File: src/rtl/pte_mem_responder_pkg.sv
// Shared definitions for the PTE memory responder: FSM state encoding,
// default abort timeout and the word-alignment helper.
package pte_mem_responder_pkg;

  typedef enum logic [1:0] {
    PTE_ST_IDLE = 2'd0,
    PTE_ST_RD   = 2'd1,
    PTE_ST_WR   = 2'd2,
    PTE_ST_DONE = 2'd3
  } pte_state_t;

  localparam int PTE_TIMEOUT_DEFAULT = 1024;
  localparam logic [31:0] PTE_WORD_MASK = 32'hFFFF_FFFC;

  // PTEs are 32-bit words; byte offset bits are forced to zero.
  function automatic logic [31:0] pte_word_addr(input logic [31:0] addr);
    return addr & PTE_WORD_MASK;
  endfunction

endpackage

File: src/rtl/pte_mem_responder_if.sv
// Walker-side and DRAM-side signal bundle of the PTE memory responder.
// slave = responder view, master = walker/DRAM (testbench) view.
interface pte_mem_responder_if;

  logic        w_pte_req;
  logic        w_pte_we;
  logic [31:0] w_pte_addr;
  logic [31:0] w_pte_wdata;
  logic        w_tlb_flush;
  logic        w_pte_busy;
  logic [31:0] w_pte_rdata;
  logic        w_pte_err;
  logic        w_mem_req;
  logic        w_mem_we;
  logic [31:0] w_mem_addr;
  logic [31:0] w_mem_wdata;
  logic        w_mem_ack;
  logic [31:0] w_mem_rdata;

  modport slave (
    input  w_pte_req, w_pte_we, w_pte_addr, w_pte_wdata, w_tlb_flush,
    input  w_mem_ack, w_mem_rdata,
    output w_pte_busy, w_pte_rdata, w_pte_err,
    output w_mem_req, w_mem_we, w_mem_addr, w_mem_wdata
  );

  modport master (
    output w_pte_req, w_pte_we, w_pte_addr, w_pte_wdata, w_tlb_flush,
    output w_mem_ack, w_mem_rdata,
    input  w_pte_busy, w_pte_rdata, w_pte_err,
    input  w_mem_req, w_mem_we, w_mem_addr, w_mem_wdata
  );

endinterface

File: src/rtl/pte_buf_1entry.sv
// One-entry PTE buffer: word-address tag, data and valid bit.
// Fill takes precedence over write-update; flush always wins on valid.
module pte_buf_1entry (
  input  logic        clk,
  input  logic        rst,
  input  logic [31:0] lookup_addr,
  output logic        hit,
  output logic [31:0] rd_data,
  input  logic        fill_en,
  input  logic [31:0] fill_addr,
  input  logic [31:0] fill_data,
  input  logic        wr_en,
  input  logic [31:0] wr_addr,
  input  logic [31:0] wr_data,
  input  logic        flush
);

  logic        valid_reg;
  logic [31:0] tag_reg;
  logic [31:0] data_reg;

  // Tag/data storage: fill replaces the entry; a write-back only refreshes
  // data of an entry already holding the same word (no write-allocate).
  always_ff @(posedge clk or posedge rst) begin
    if (rst) begin
      tag_reg  <= '0;
      data_reg <= '0;
    end else if (fill_en) begin
      tag_reg  <= fill_addr;
      data_reg <= fill_data;
    end else if (wr_en && valid_reg && (tag_reg == wr_addr)) begin
      data_reg <= wr_data;
    end
  end

  // Valid bit: a flush in the same cycle as a fill leaves the entry invalid.
  always_ff @(posedge clk or posedge rst) begin
    if (rst) begin
      valid_reg <= 1'b0;
    end else if (flush) begin
      valid_reg <= 1'b0;
    end else if (fill_en) begin
      valid_reg <= 1'b1;
    end
  end

  assign hit     = valid_reg && (tag_reg == lookup_addr);
  assign rd_data = data_reg;

endmodule

File: src/rtl/pte_mem_responder.sv
// PTE memory responder: serialises walker PTE reads/write-backs onto the
// DRAM request/ack port, with a one-entry buffer short-circuiting repeated
// reads and a timeout that aborts a request DRAM never acknowledges.
module pte_mem_responder
  import pte_mem_responder_pkg::*;
#(
  parameter int TIMEOUT_CYCLES = PTE_TIMEOUT_DEFAULT,
  parameter int TOUT_WIDTH     = 11
) (
  input logic                clk,
  input logic                rst,
  pte_mem_responder_if.slave bus
);

  localparam logic [TOUT_WIDTH-1:0] TOUT_LAST = TOUT_WIDTH'(TIMEOUT_CYCLES - 1);
  localparam logic [TOUT_WIDTH-1:0] TOUT_ONE  = TOUT_WIDTH'(1);

  pte_state_t            state_reg, state_next;
  logic                  busy_reg, busy_next;
  logic [31:0]           rdata_reg, rdata_next;
  logic                  err_reg, err_next;
  logic                  mem_req_reg, mem_req_next;
  logic                  mem_we_reg, mem_we_next;
  logic [31:0]           mem_addr_reg, mem_addr_next;
  logic [31:0]           mem_wdata_reg, mem_wdata_next;
  logic [TOUT_WIDTH-1:0] tout_reg, tout_next;

  logic [31:0] req_addr;
  logic        buf_hit;
  logic [31:0] buf_data;
  logic        buf_fill;
  logic        buf_wr;

  assign req_addr = pte_word_addr(bus.w_pte_addr);

  pte_buf_1entry u_buf (
    .clk         (clk),
    .rst         (rst),
    .lookup_addr (req_addr),
    .hit         (buf_hit),
    .rd_data     (buf_data),
    .fill_en     (buf_fill),
    .fill_addr   (mem_addr_reg),
    .fill_data   (bus.w_mem_rdata),
    .wr_en       (buf_wr),
    .wr_addr     (mem_addr_reg),
    .wr_data     (mem_wdata_reg),
    .flush       (bus.w_tlb_flush)
  );

  // State and output registers; reset drops the DRAM request immediately.
  always_ff @(posedge clk or posedge rst) begin
    if (rst) begin
      state_reg     <= PTE_ST_IDLE;
      busy_reg      <= 1'b0;
      rdata_reg     <= '0;
      err_reg       <= 1'b0;
      mem_req_reg   <= 1'b0;
      mem_we_reg    <= 1'b0;
      mem_addr_reg  <= '0;
      mem_wdata_reg <= '0;
      tout_reg      <= '0;
    end else begin
      state_reg     <= state_next;
      busy_reg      <= busy_next;
      rdata_reg     <= rdata_next;
      err_reg       <= err_next;
      mem_req_reg   <= mem_req_next;
      mem_we_reg    <= mem_we_next;
      mem_addr_reg  <= mem_addr_next;
      mem_wdata_reg <= mem_wdata_next;
      tout_reg      <= tout_next;
    end
  end

  // Next-state and output decode. Requests are only accepted in IDLE, and
  // DRAM acks are only honoured in MEM_RD/MEM_WR, so strays have no effect.
  always_comb begin
    state_next     = state_reg;
    busy_next      = busy_reg;
    rdata_next     = rdata_reg;
    err_next       = 1'b0;
    mem_req_next   = mem_req_reg;
    mem_we_next    = mem_we_reg;
    mem_addr_next  = mem_addr_reg;
    mem_wdata_next = mem_wdata_reg;
    tout_next      = '0;
    buf_fill       = 1'b0;
    buf_wr         = 1'b0;

    case (state_reg)
      PTE_ST_IDLE: begin
        busy_next = 1'b0;
        if (bus.w_pte_req) begin
          if (bus.w_pte_we) begin
            state_next     = PTE_ST_WR;
            busy_next      = 1'b1;
            mem_req_next   = 1'b1;
            mem_we_next    = 1'b1;
            mem_addr_next  = req_addr;
            mem_wdata_next = bus.w_pte_wdata;
          end else if (buf_hit) begin
            rdata_next = buf_data;
          end else begin
            state_next    = PTE_ST_RD;
            busy_next     = 1'b1;
            mem_req_next  = 1'b1;
            mem_we_next   = 1'b0;
            mem_addr_next = req_addr;
          end
        end
      end

      PTE_ST_RD, PTE_ST_WR: begin
        if (bus.w_mem_ack) begin
          mem_req_next = 1'b0;
          state_next   = PTE_ST_DONE;
          if (state_reg == PTE_ST_RD) begin
            rdata_next = bus.w_mem_rdata;
            buf_fill   = 1'b1;
          end else begin
            buf_wr = 1'b1;
          end
        end else if (tout_reg == TOUT_LAST) begin
          // Zero read data decodes as an invalid PTE, so the walker faults.
          mem_req_next = 1'b0;
          err_next     = 1'b1;
          rdata_next   = '0;
          state_next   = PTE_ST_DONE;
        end else begin
          tout_next = tout_reg + TOUT_ONE;
        end
      end

      PTE_ST_DONE: begin
        busy_next  = 1'b0;
        state_next = PTE_ST_IDLE;
      end

      default: begin
        busy_next    = 1'b0;
        mem_req_next = 1'b0;
        state_next   = PTE_ST_IDLE;
      end
    endcase
  end

  assign bus.w_pte_busy  = busy_reg;
  assign bus.w_pte_rdata = rdata_reg;
  assign bus.w_pte_err   = err_reg;
  assign bus.w_mem_req   = mem_req_reg;
  assign bus.w_mem_we    = mem_we_reg;
  assign bus.w_mem_addr  = mem_addr_reg;
  assign bus.w_mem_wdata = mem_wdata_reg;

endmodule

File: src/flat_wrapper.sv
// flat-port wrapper written by rule: the top's interface ports become plain ports
module pte_mem_responder_flat import pte_mem_responder_pkg::*;
#(
  parameter int TIMEOUT_CYCLES = PTE_TIMEOUT_DEFAULT,
  parameter int TOUT_WIDTH     = 11
)
  (clk, rst, bus_w_pte_req, bus_w_pte_we, bus_w_pte_addr, bus_w_pte_wdata, bus_w_tlb_flush, bus_w_mem_ack, bus_w_mem_rdata, bus_w_pte_busy, bus_w_pte_rdata, bus_w_pte_err, bus_w_mem_req, bus_w_mem_we, bus_w_mem_addr, bus_w_mem_wdata);
  pte_mem_responder_if bus_i ();
  input logic clk;
  input logic rst;
  input wire logic [$bits(bus_i.w_pte_req)-1:0] bus_w_pte_req;
  input wire logic [$bits(bus_i.w_pte_we)-1:0] bus_w_pte_we;
  input wire logic [$bits(bus_i.w_pte_addr)-1:0] bus_w_pte_addr;
  input wire logic [$bits(bus_i.w_pte_wdata)-1:0] bus_w_pte_wdata;
  input wire logic [$bits(bus_i.w_tlb_flush)-1:0] bus_w_tlb_flush;
  input wire logic [$bits(bus_i.w_mem_ack)-1:0] bus_w_mem_ack;
  input wire logic [$bits(bus_i.w_mem_rdata)-1:0] bus_w_mem_rdata;
  output wire logic [$bits(bus_i.w_pte_busy)-1:0] bus_w_pte_busy;
  output wire logic [$bits(bus_i.w_pte_rdata)-1:0] bus_w_pte_rdata;
  output wire logic [$bits(bus_i.w_pte_err)-1:0] bus_w_pte_err;
  output wire logic [$bits(bus_i.w_mem_req)-1:0] bus_w_mem_req;
  output wire logic [$bits(bus_i.w_mem_we)-1:0] bus_w_mem_we;
  output wire logic [$bits(bus_i.w_mem_addr)-1:0] bus_w_mem_addr;
  output wire logic [$bits(bus_i.w_mem_wdata)-1:0] bus_w_mem_wdata;
  assign bus_i.w_pte_req = bus_w_pte_req;
  assign bus_i.w_pte_we = bus_w_pte_we;
  assign bus_i.w_pte_addr = bus_w_pte_addr;
  assign bus_i.w_pte_wdata = bus_w_pte_wdata;
  assign bus_i.w_tlb_flush = bus_w_tlb_flush;
  assign bus_i.w_mem_ack = bus_w_mem_ack;
  assign bus_i.w_mem_rdata = bus_w_mem_rdata;
  assign bus_w_pte_busy = bus_i.w_pte_busy;
  assign bus_w_pte_rdata = bus_i.w_pte_rdata;
  assign bus_w_pte_err = bus_i.w_pte_err;
  assign bus_w_mem_req = bus_i.w_mem_req;
  assign bus_w_mem_we = bus_i.w_mem_we;
  assign bus_w_mem_addr = bus_i.w_mem_addr;
  assign bus_w_mem_wdata = bus_i.w_mem_wdata;
  pte_mem_responder #(.TIMEOUT_CYCLES(TIMEOUT_CYCLES), .TOUT_WIDTH(TOUT_WIDTH)) u_core (.clk(clk), .rst(rst), .bus(bus_i));
endmodule
File: config.mk
export PLATFORM = sky130hd
export DESIGN_NAME = pte_mem_responder_flat
export DESIGN_NICKNAME = d
export VERILOG_FILES = /design/src/rtl/pte_mem_responder_pkg.sv /design/src/rtl/pte_mem_responder_if.sv /design/src/rtl/pte_buf_1entry.sv /design/src/rtl/pte_mem_responder.sv /design/src/flat_wrapper.sv
export SDC_FILE = /design/constraint.sdc
export NUM_CORES = 1
export LEC_CHECK = 0
export CAP_MARGIN = 25
export CELL_PAD_IN_SITES_DETAIL_PLACEMENT = 1
export CELL_PAD_IN_SITES_GLOBAL_PLACEMENT = 1
export CORE_ASPECT_RATIO = 0.7
export CORE_MARGIN = 2
export CORE_UTILIZATION = 41
export CTS_BUF_LIST = sky130_fd_sc_hd__clkbuf_8
export DETAILED_ROUTE_END_ITERATION = 12
export PLACE_DENSITY_LB_ADDON = 0.1
export SLEW_MARGIN = 40
export SYNTH_ARGS = -nofsm -noshare
export SYNTH_HDL_FRONTEND = slang
export SYNTH_HIERARCHICAL = 1
export SYNTH_SLANG_ARGS = --single-unit
File: constraint.sdc
create_clock -name clk -period 4.7 [get_ports clk]
set_clock_uncertainty 0.15 [all_clocks]
set_input_delay 1.41 -clock clk [delete_from_list [all_inputs] [get_ports clk]]
set_output_delay 1.41 -clock clk [all_outputs]
set_load 0.005 [all_outputs]
==> flow_summary.json <==
{
  "post-route-cell-area_um2": 12120,
  "tritoncts_num_sinks": 176,
  "drt_first_pass_iters": 4,
  "ys_seq_area_share_pct": 46.95,
  "synth_seq_cells": 176,
  "drc_violation_count_after_routing": 0,
  "dr.first_iter.drc_count": 629,
  "vias_per_cell": 5.613,
  "globalRouteTotalUtil_pct": 24.65,
  "worstPathArrival_ns": 4.46,
  "grt_pass1_wl_mm": 44.94,
  "finalHoldViolations": 0,
  "final_period_demand_of_the_worst_path_ns": 4.236,
  "grt_max_degree": 75,
  "status": "completed",
  "netlist.area_leader.share_pct": 46.95,
  "criticalPathCategory": "in2reg",
  "cp_cell_sequence": "clkdlybuf4s50_1 -> xnor2_1 -> buf_4 -> nand4_1 -> nor4_1 -> buf_4 -> nand4_1 -> nor4_1 -> buf_4 -> nand2b_1 -> nor2_2 -> buf_12 -> o211ai_4 -> buf_12 -> a2bb2oi_1",
  "synth_warnings": 6,
  "grt_setup_unrepaired": "false",
  "end_kind": "flop",
  "fp-row-count": 46,
  "yosys.cell_count.top_type": "sky130_fd_sc_hd__dfrtp_1",
  "cts_repair_resize_count": 0,
  "synthesis.area_um2": 9380,
  "final_net_count": 1132,
  "max-vdd-ir-drop_mv": 0.3300,
  "top_signal_layer_used": "met4",
  "grt_pass1_vias": 7538,
  "clkTransAtPathRegs_ns": 0.09,
  "clk_latency_ns": 0.48,
  "synth_enable_flop_cells": 0,
  "clock_tree.root_cell": "sky130_fd_sc_hd__clkbuf_8",
  "most_area_hungry_cell_type_in_the_yosys_netlist": "sky130_fd_sc_hd__dfrtp_1",
  "finalSetupViolations": 0,
  "synth_commonest_cells": "176 x sky130_fd_sc_hd__dfrtp_1, 93 x sky130_fd_sc_hd__mux2_2, 77 x sky130_fd_sc_hd__nor2_1",
  "grt_antenna_before_repair": 0,
  "wire_per_inst_um": 21.65,
  "wl_met3_mm": 1.771,
  "postSynthCellCount": 856,
  "detail-route-antenna-nets": 0,
  "timing.hold.worst.class": "reg2reg",
  "post_dp_area_um2": 11710,
  "met1Wirelength_mm": 15.45,
  "ctsLongestPathBuffers": 2,
  "cts_setup_buffers": 0,
  "worst-slew-pin-transition_ns": 0.6545,
  "cp_common_cell": "sky130_fd_sc_hd__buf_4",
  "worst_slew_margin_rel_pct": 56.37,
  "die_outline_area_um2": 24120,
  "worstPathRequired_ns": 4.92,
  "synth.avg_cell_area_um2": 10.96,
  "fmax_mhz": 236.1,
  "detailedPlacementHpwl_mm": 20.15,
  "io-pin-count": 202,
  "worst-path-max-fanout": 33,
  "drv.max_cap_violation_count": 0,
  "cpPeakStageDelay_ns": 0.50,
  "overflow": 0,
  "whs_ns": 0.3502,
  "synth_top_cells_by_area": "sky130_fd_sc_hd__dfrtp_1 47%, sky130_fd_sc_hd__mux2_2 11%, sky130_fd_sc_hd__a2bb2oi_2 4.8%",
  "power.static_leakage_nw": 4.577,
  "postSynth.topFlopCell": "sky130_fd_sc_hd__dfrtp_1",
  "syn2layout_area_growth_pct": 29.24,
  "pwr_density_cell_nw_per_um2": 706.7,
  "dr_total_vias": 7578,
  "core_area_um2": 22560,
  "wl_mm": 29.23,
  "port_buffers": 197,
  "setup_total_negative_slack_ns": 0,
  "critPathSlowestCell": "sky130_fd_sc_hd__clkdlybuf4s50_1",
  "timing_max_transition_violations_final": 0,
  "finalCritPeriodShare_pct": 90.13,
  "cts_hold_buf": 0,
  "drive_gt1_share_pct": 18.98,
  "cpLargestDelayFamily": "buffers and inverters",
  "synthArstFlopShare_pct": 100.0,
  "yosys.cell_types.count": 46,
  "cts-buffers-inserted": 17,
  "htree_num_levels": 4,
  "dr_wl_met2_mm": 11.83,
  "tritoncts_clock_tree": "built",
  "diodes": 0,
  "cp-start-kind": "input port",
  "start_util_pct": 41.58,
  "die_width_um": 184.8,
  "worst-path-buf-inv": 6,
  "globalplace.congestion": 0.7623,
  "fp.dieH_um": 130.6
}
-- logic make-up (layout without fill, tap and decap cells) --
group	Yosys count	in the layout	synth area share, %
compound gates	150	150	14.87
xor+xnor	66	66	6.163
fa+ha+maj	4	4	0.5336
buf+inv	98	273	4.709
flops	176	176	46.95
mux	93	93	11.16
other cells	1	8	0.03998
simple gates	268	268	15.57
-- worst register-to-register path, stage by stage (launching register included) --
cell and delay [ns]:
sky130_fd_sc_hd__dfrtp_1 0.43, sky130_fd_sc_hd__xnor2_1 0.19, sky130_fd_sc_hd__buf_4 0.15, sky130_fd_sc_hd__nand4_1 0.11, sky130_fd_sc_hd__nor4_1 0.29, sky130_fd_sc_hd__buf_4 0.17, sky130_fd_sc_hd__nand4_1 0.08, sky130_fd_sc_hd__nor4_1 0.37
sky130_fd_sc_hd__buf_4 0.19, sky130_fd_sc_hd__nand2b_1 0.10, sky130_fd_sc_hd__nor2_2 0.18, sky130_fd_sc_hd__buf_12 0.23, sky130_fd_sc_hd__o211ai_4 0.12, sky130_fd_sc_hd__buf_12 0.22, sky130_fd_sc_hd__a2bb2oi_1 0.23
-- worst paths after layout --
check	cells past startpoint	end	startpoint	slack [ns]
setup / recovery	15	u_core/bus.w_pte_rdata[6]	bus_w_pte_addr[2]	0.46
hold / removal	2	u_core/bus.w_mem_we	u_core/bus.w_mem_we	0.35
setup reg to reg	14	u_core/bus.w_pte_rdata[6]	u_core/u_buf/tag_reg[2]	1.42
hold reg to reg	2	u_core/bus.w_mem_we	u_core/bus.w_mem_we	0.35
max in group asynchronous	3	u_core/bus.w_mem_wdata[0]	rst	2.33
min in group asynchronous	2	u_core/u_buf/tag_reg[10]	rst	1.23
-- report_power, final --
group	internal, W	switching (W)
Sequential	0.00224	0.000666
Clock	0.000541	0.000578
Combinational	0.00240	0.00214
-- cell type report --
type,instances,area (µm²)
clock inverters,9,106.4
multi-input cells,589,4601
well taps,312,390.4
clock buffers,22,302.8
fillers,2429,10440
repair buffers,227,2260
flip-flops and latches,176,4404
inverters,15,58.81
-- per-stage QoR --
stage          utilization, %  std cells  worst slack (ns)  power [W]
2_1_floorplan               -        863            0.2093   0.005590
3_3_place_gp            51.92       1319         -0.004725   0.007311
3_5_place_dp            51.92       1319           0.02160   0.007439
4_1_cts                 53.73       1350            0.4934   0.008601
5_1_grt                 53.73       1350            0.2404   0.009130
6_report                53.73       1350            0.4639   0.008567
-- per-layer routing --
metal / up-vias / GRT usage, %
met5: - / 0
met4: 0 / 4.715
met3: 11 / 6.042
met2: 225 / 32.94
met1: 3808 / 39.66
li1: 3534 / -
-- cell usage in the layout, fill, tap and decap left out, drive strengths merged, types with 3 or more instances in the layout --
| cell | netlist | layout |
|---|---|---|
| xnor2 | 39 | 39 |
| o21ai | 5 | 5 |
| dfrtp | 176 | 176 |
| clkbuf | 61 | 22 |
| nand2 | 17 | 17 |
| xor2 | 27 | 27 |
| ha | 4 | 4 |
| nor3 | 4 | 4 |
| conb | 1 | 8 |
| o2111ai | 31 | 31 |
| nor2 | 78 | 78 |
| nand4 | 42 | 42 |
| or4 | 32 | 32 |
| a21oi | 3 | 3 |
| a31oi | 34 | 34 |
| nand2b | 35 | 35 |
| nor4 | 9 | 9 |
| clkdlybuf4s50 | 0 | 197 |
| nor2b | 5 | 5 |
| o41ai | 33 | 33 |
| nand3 | 41 | 41 |
| a2bb2oi | 33 | 33 |
| mux2 | 93 | 93 |
| buf | 22 | 30 |
| inv | 15 | 19 |
(Power assumes the default switching activity.)
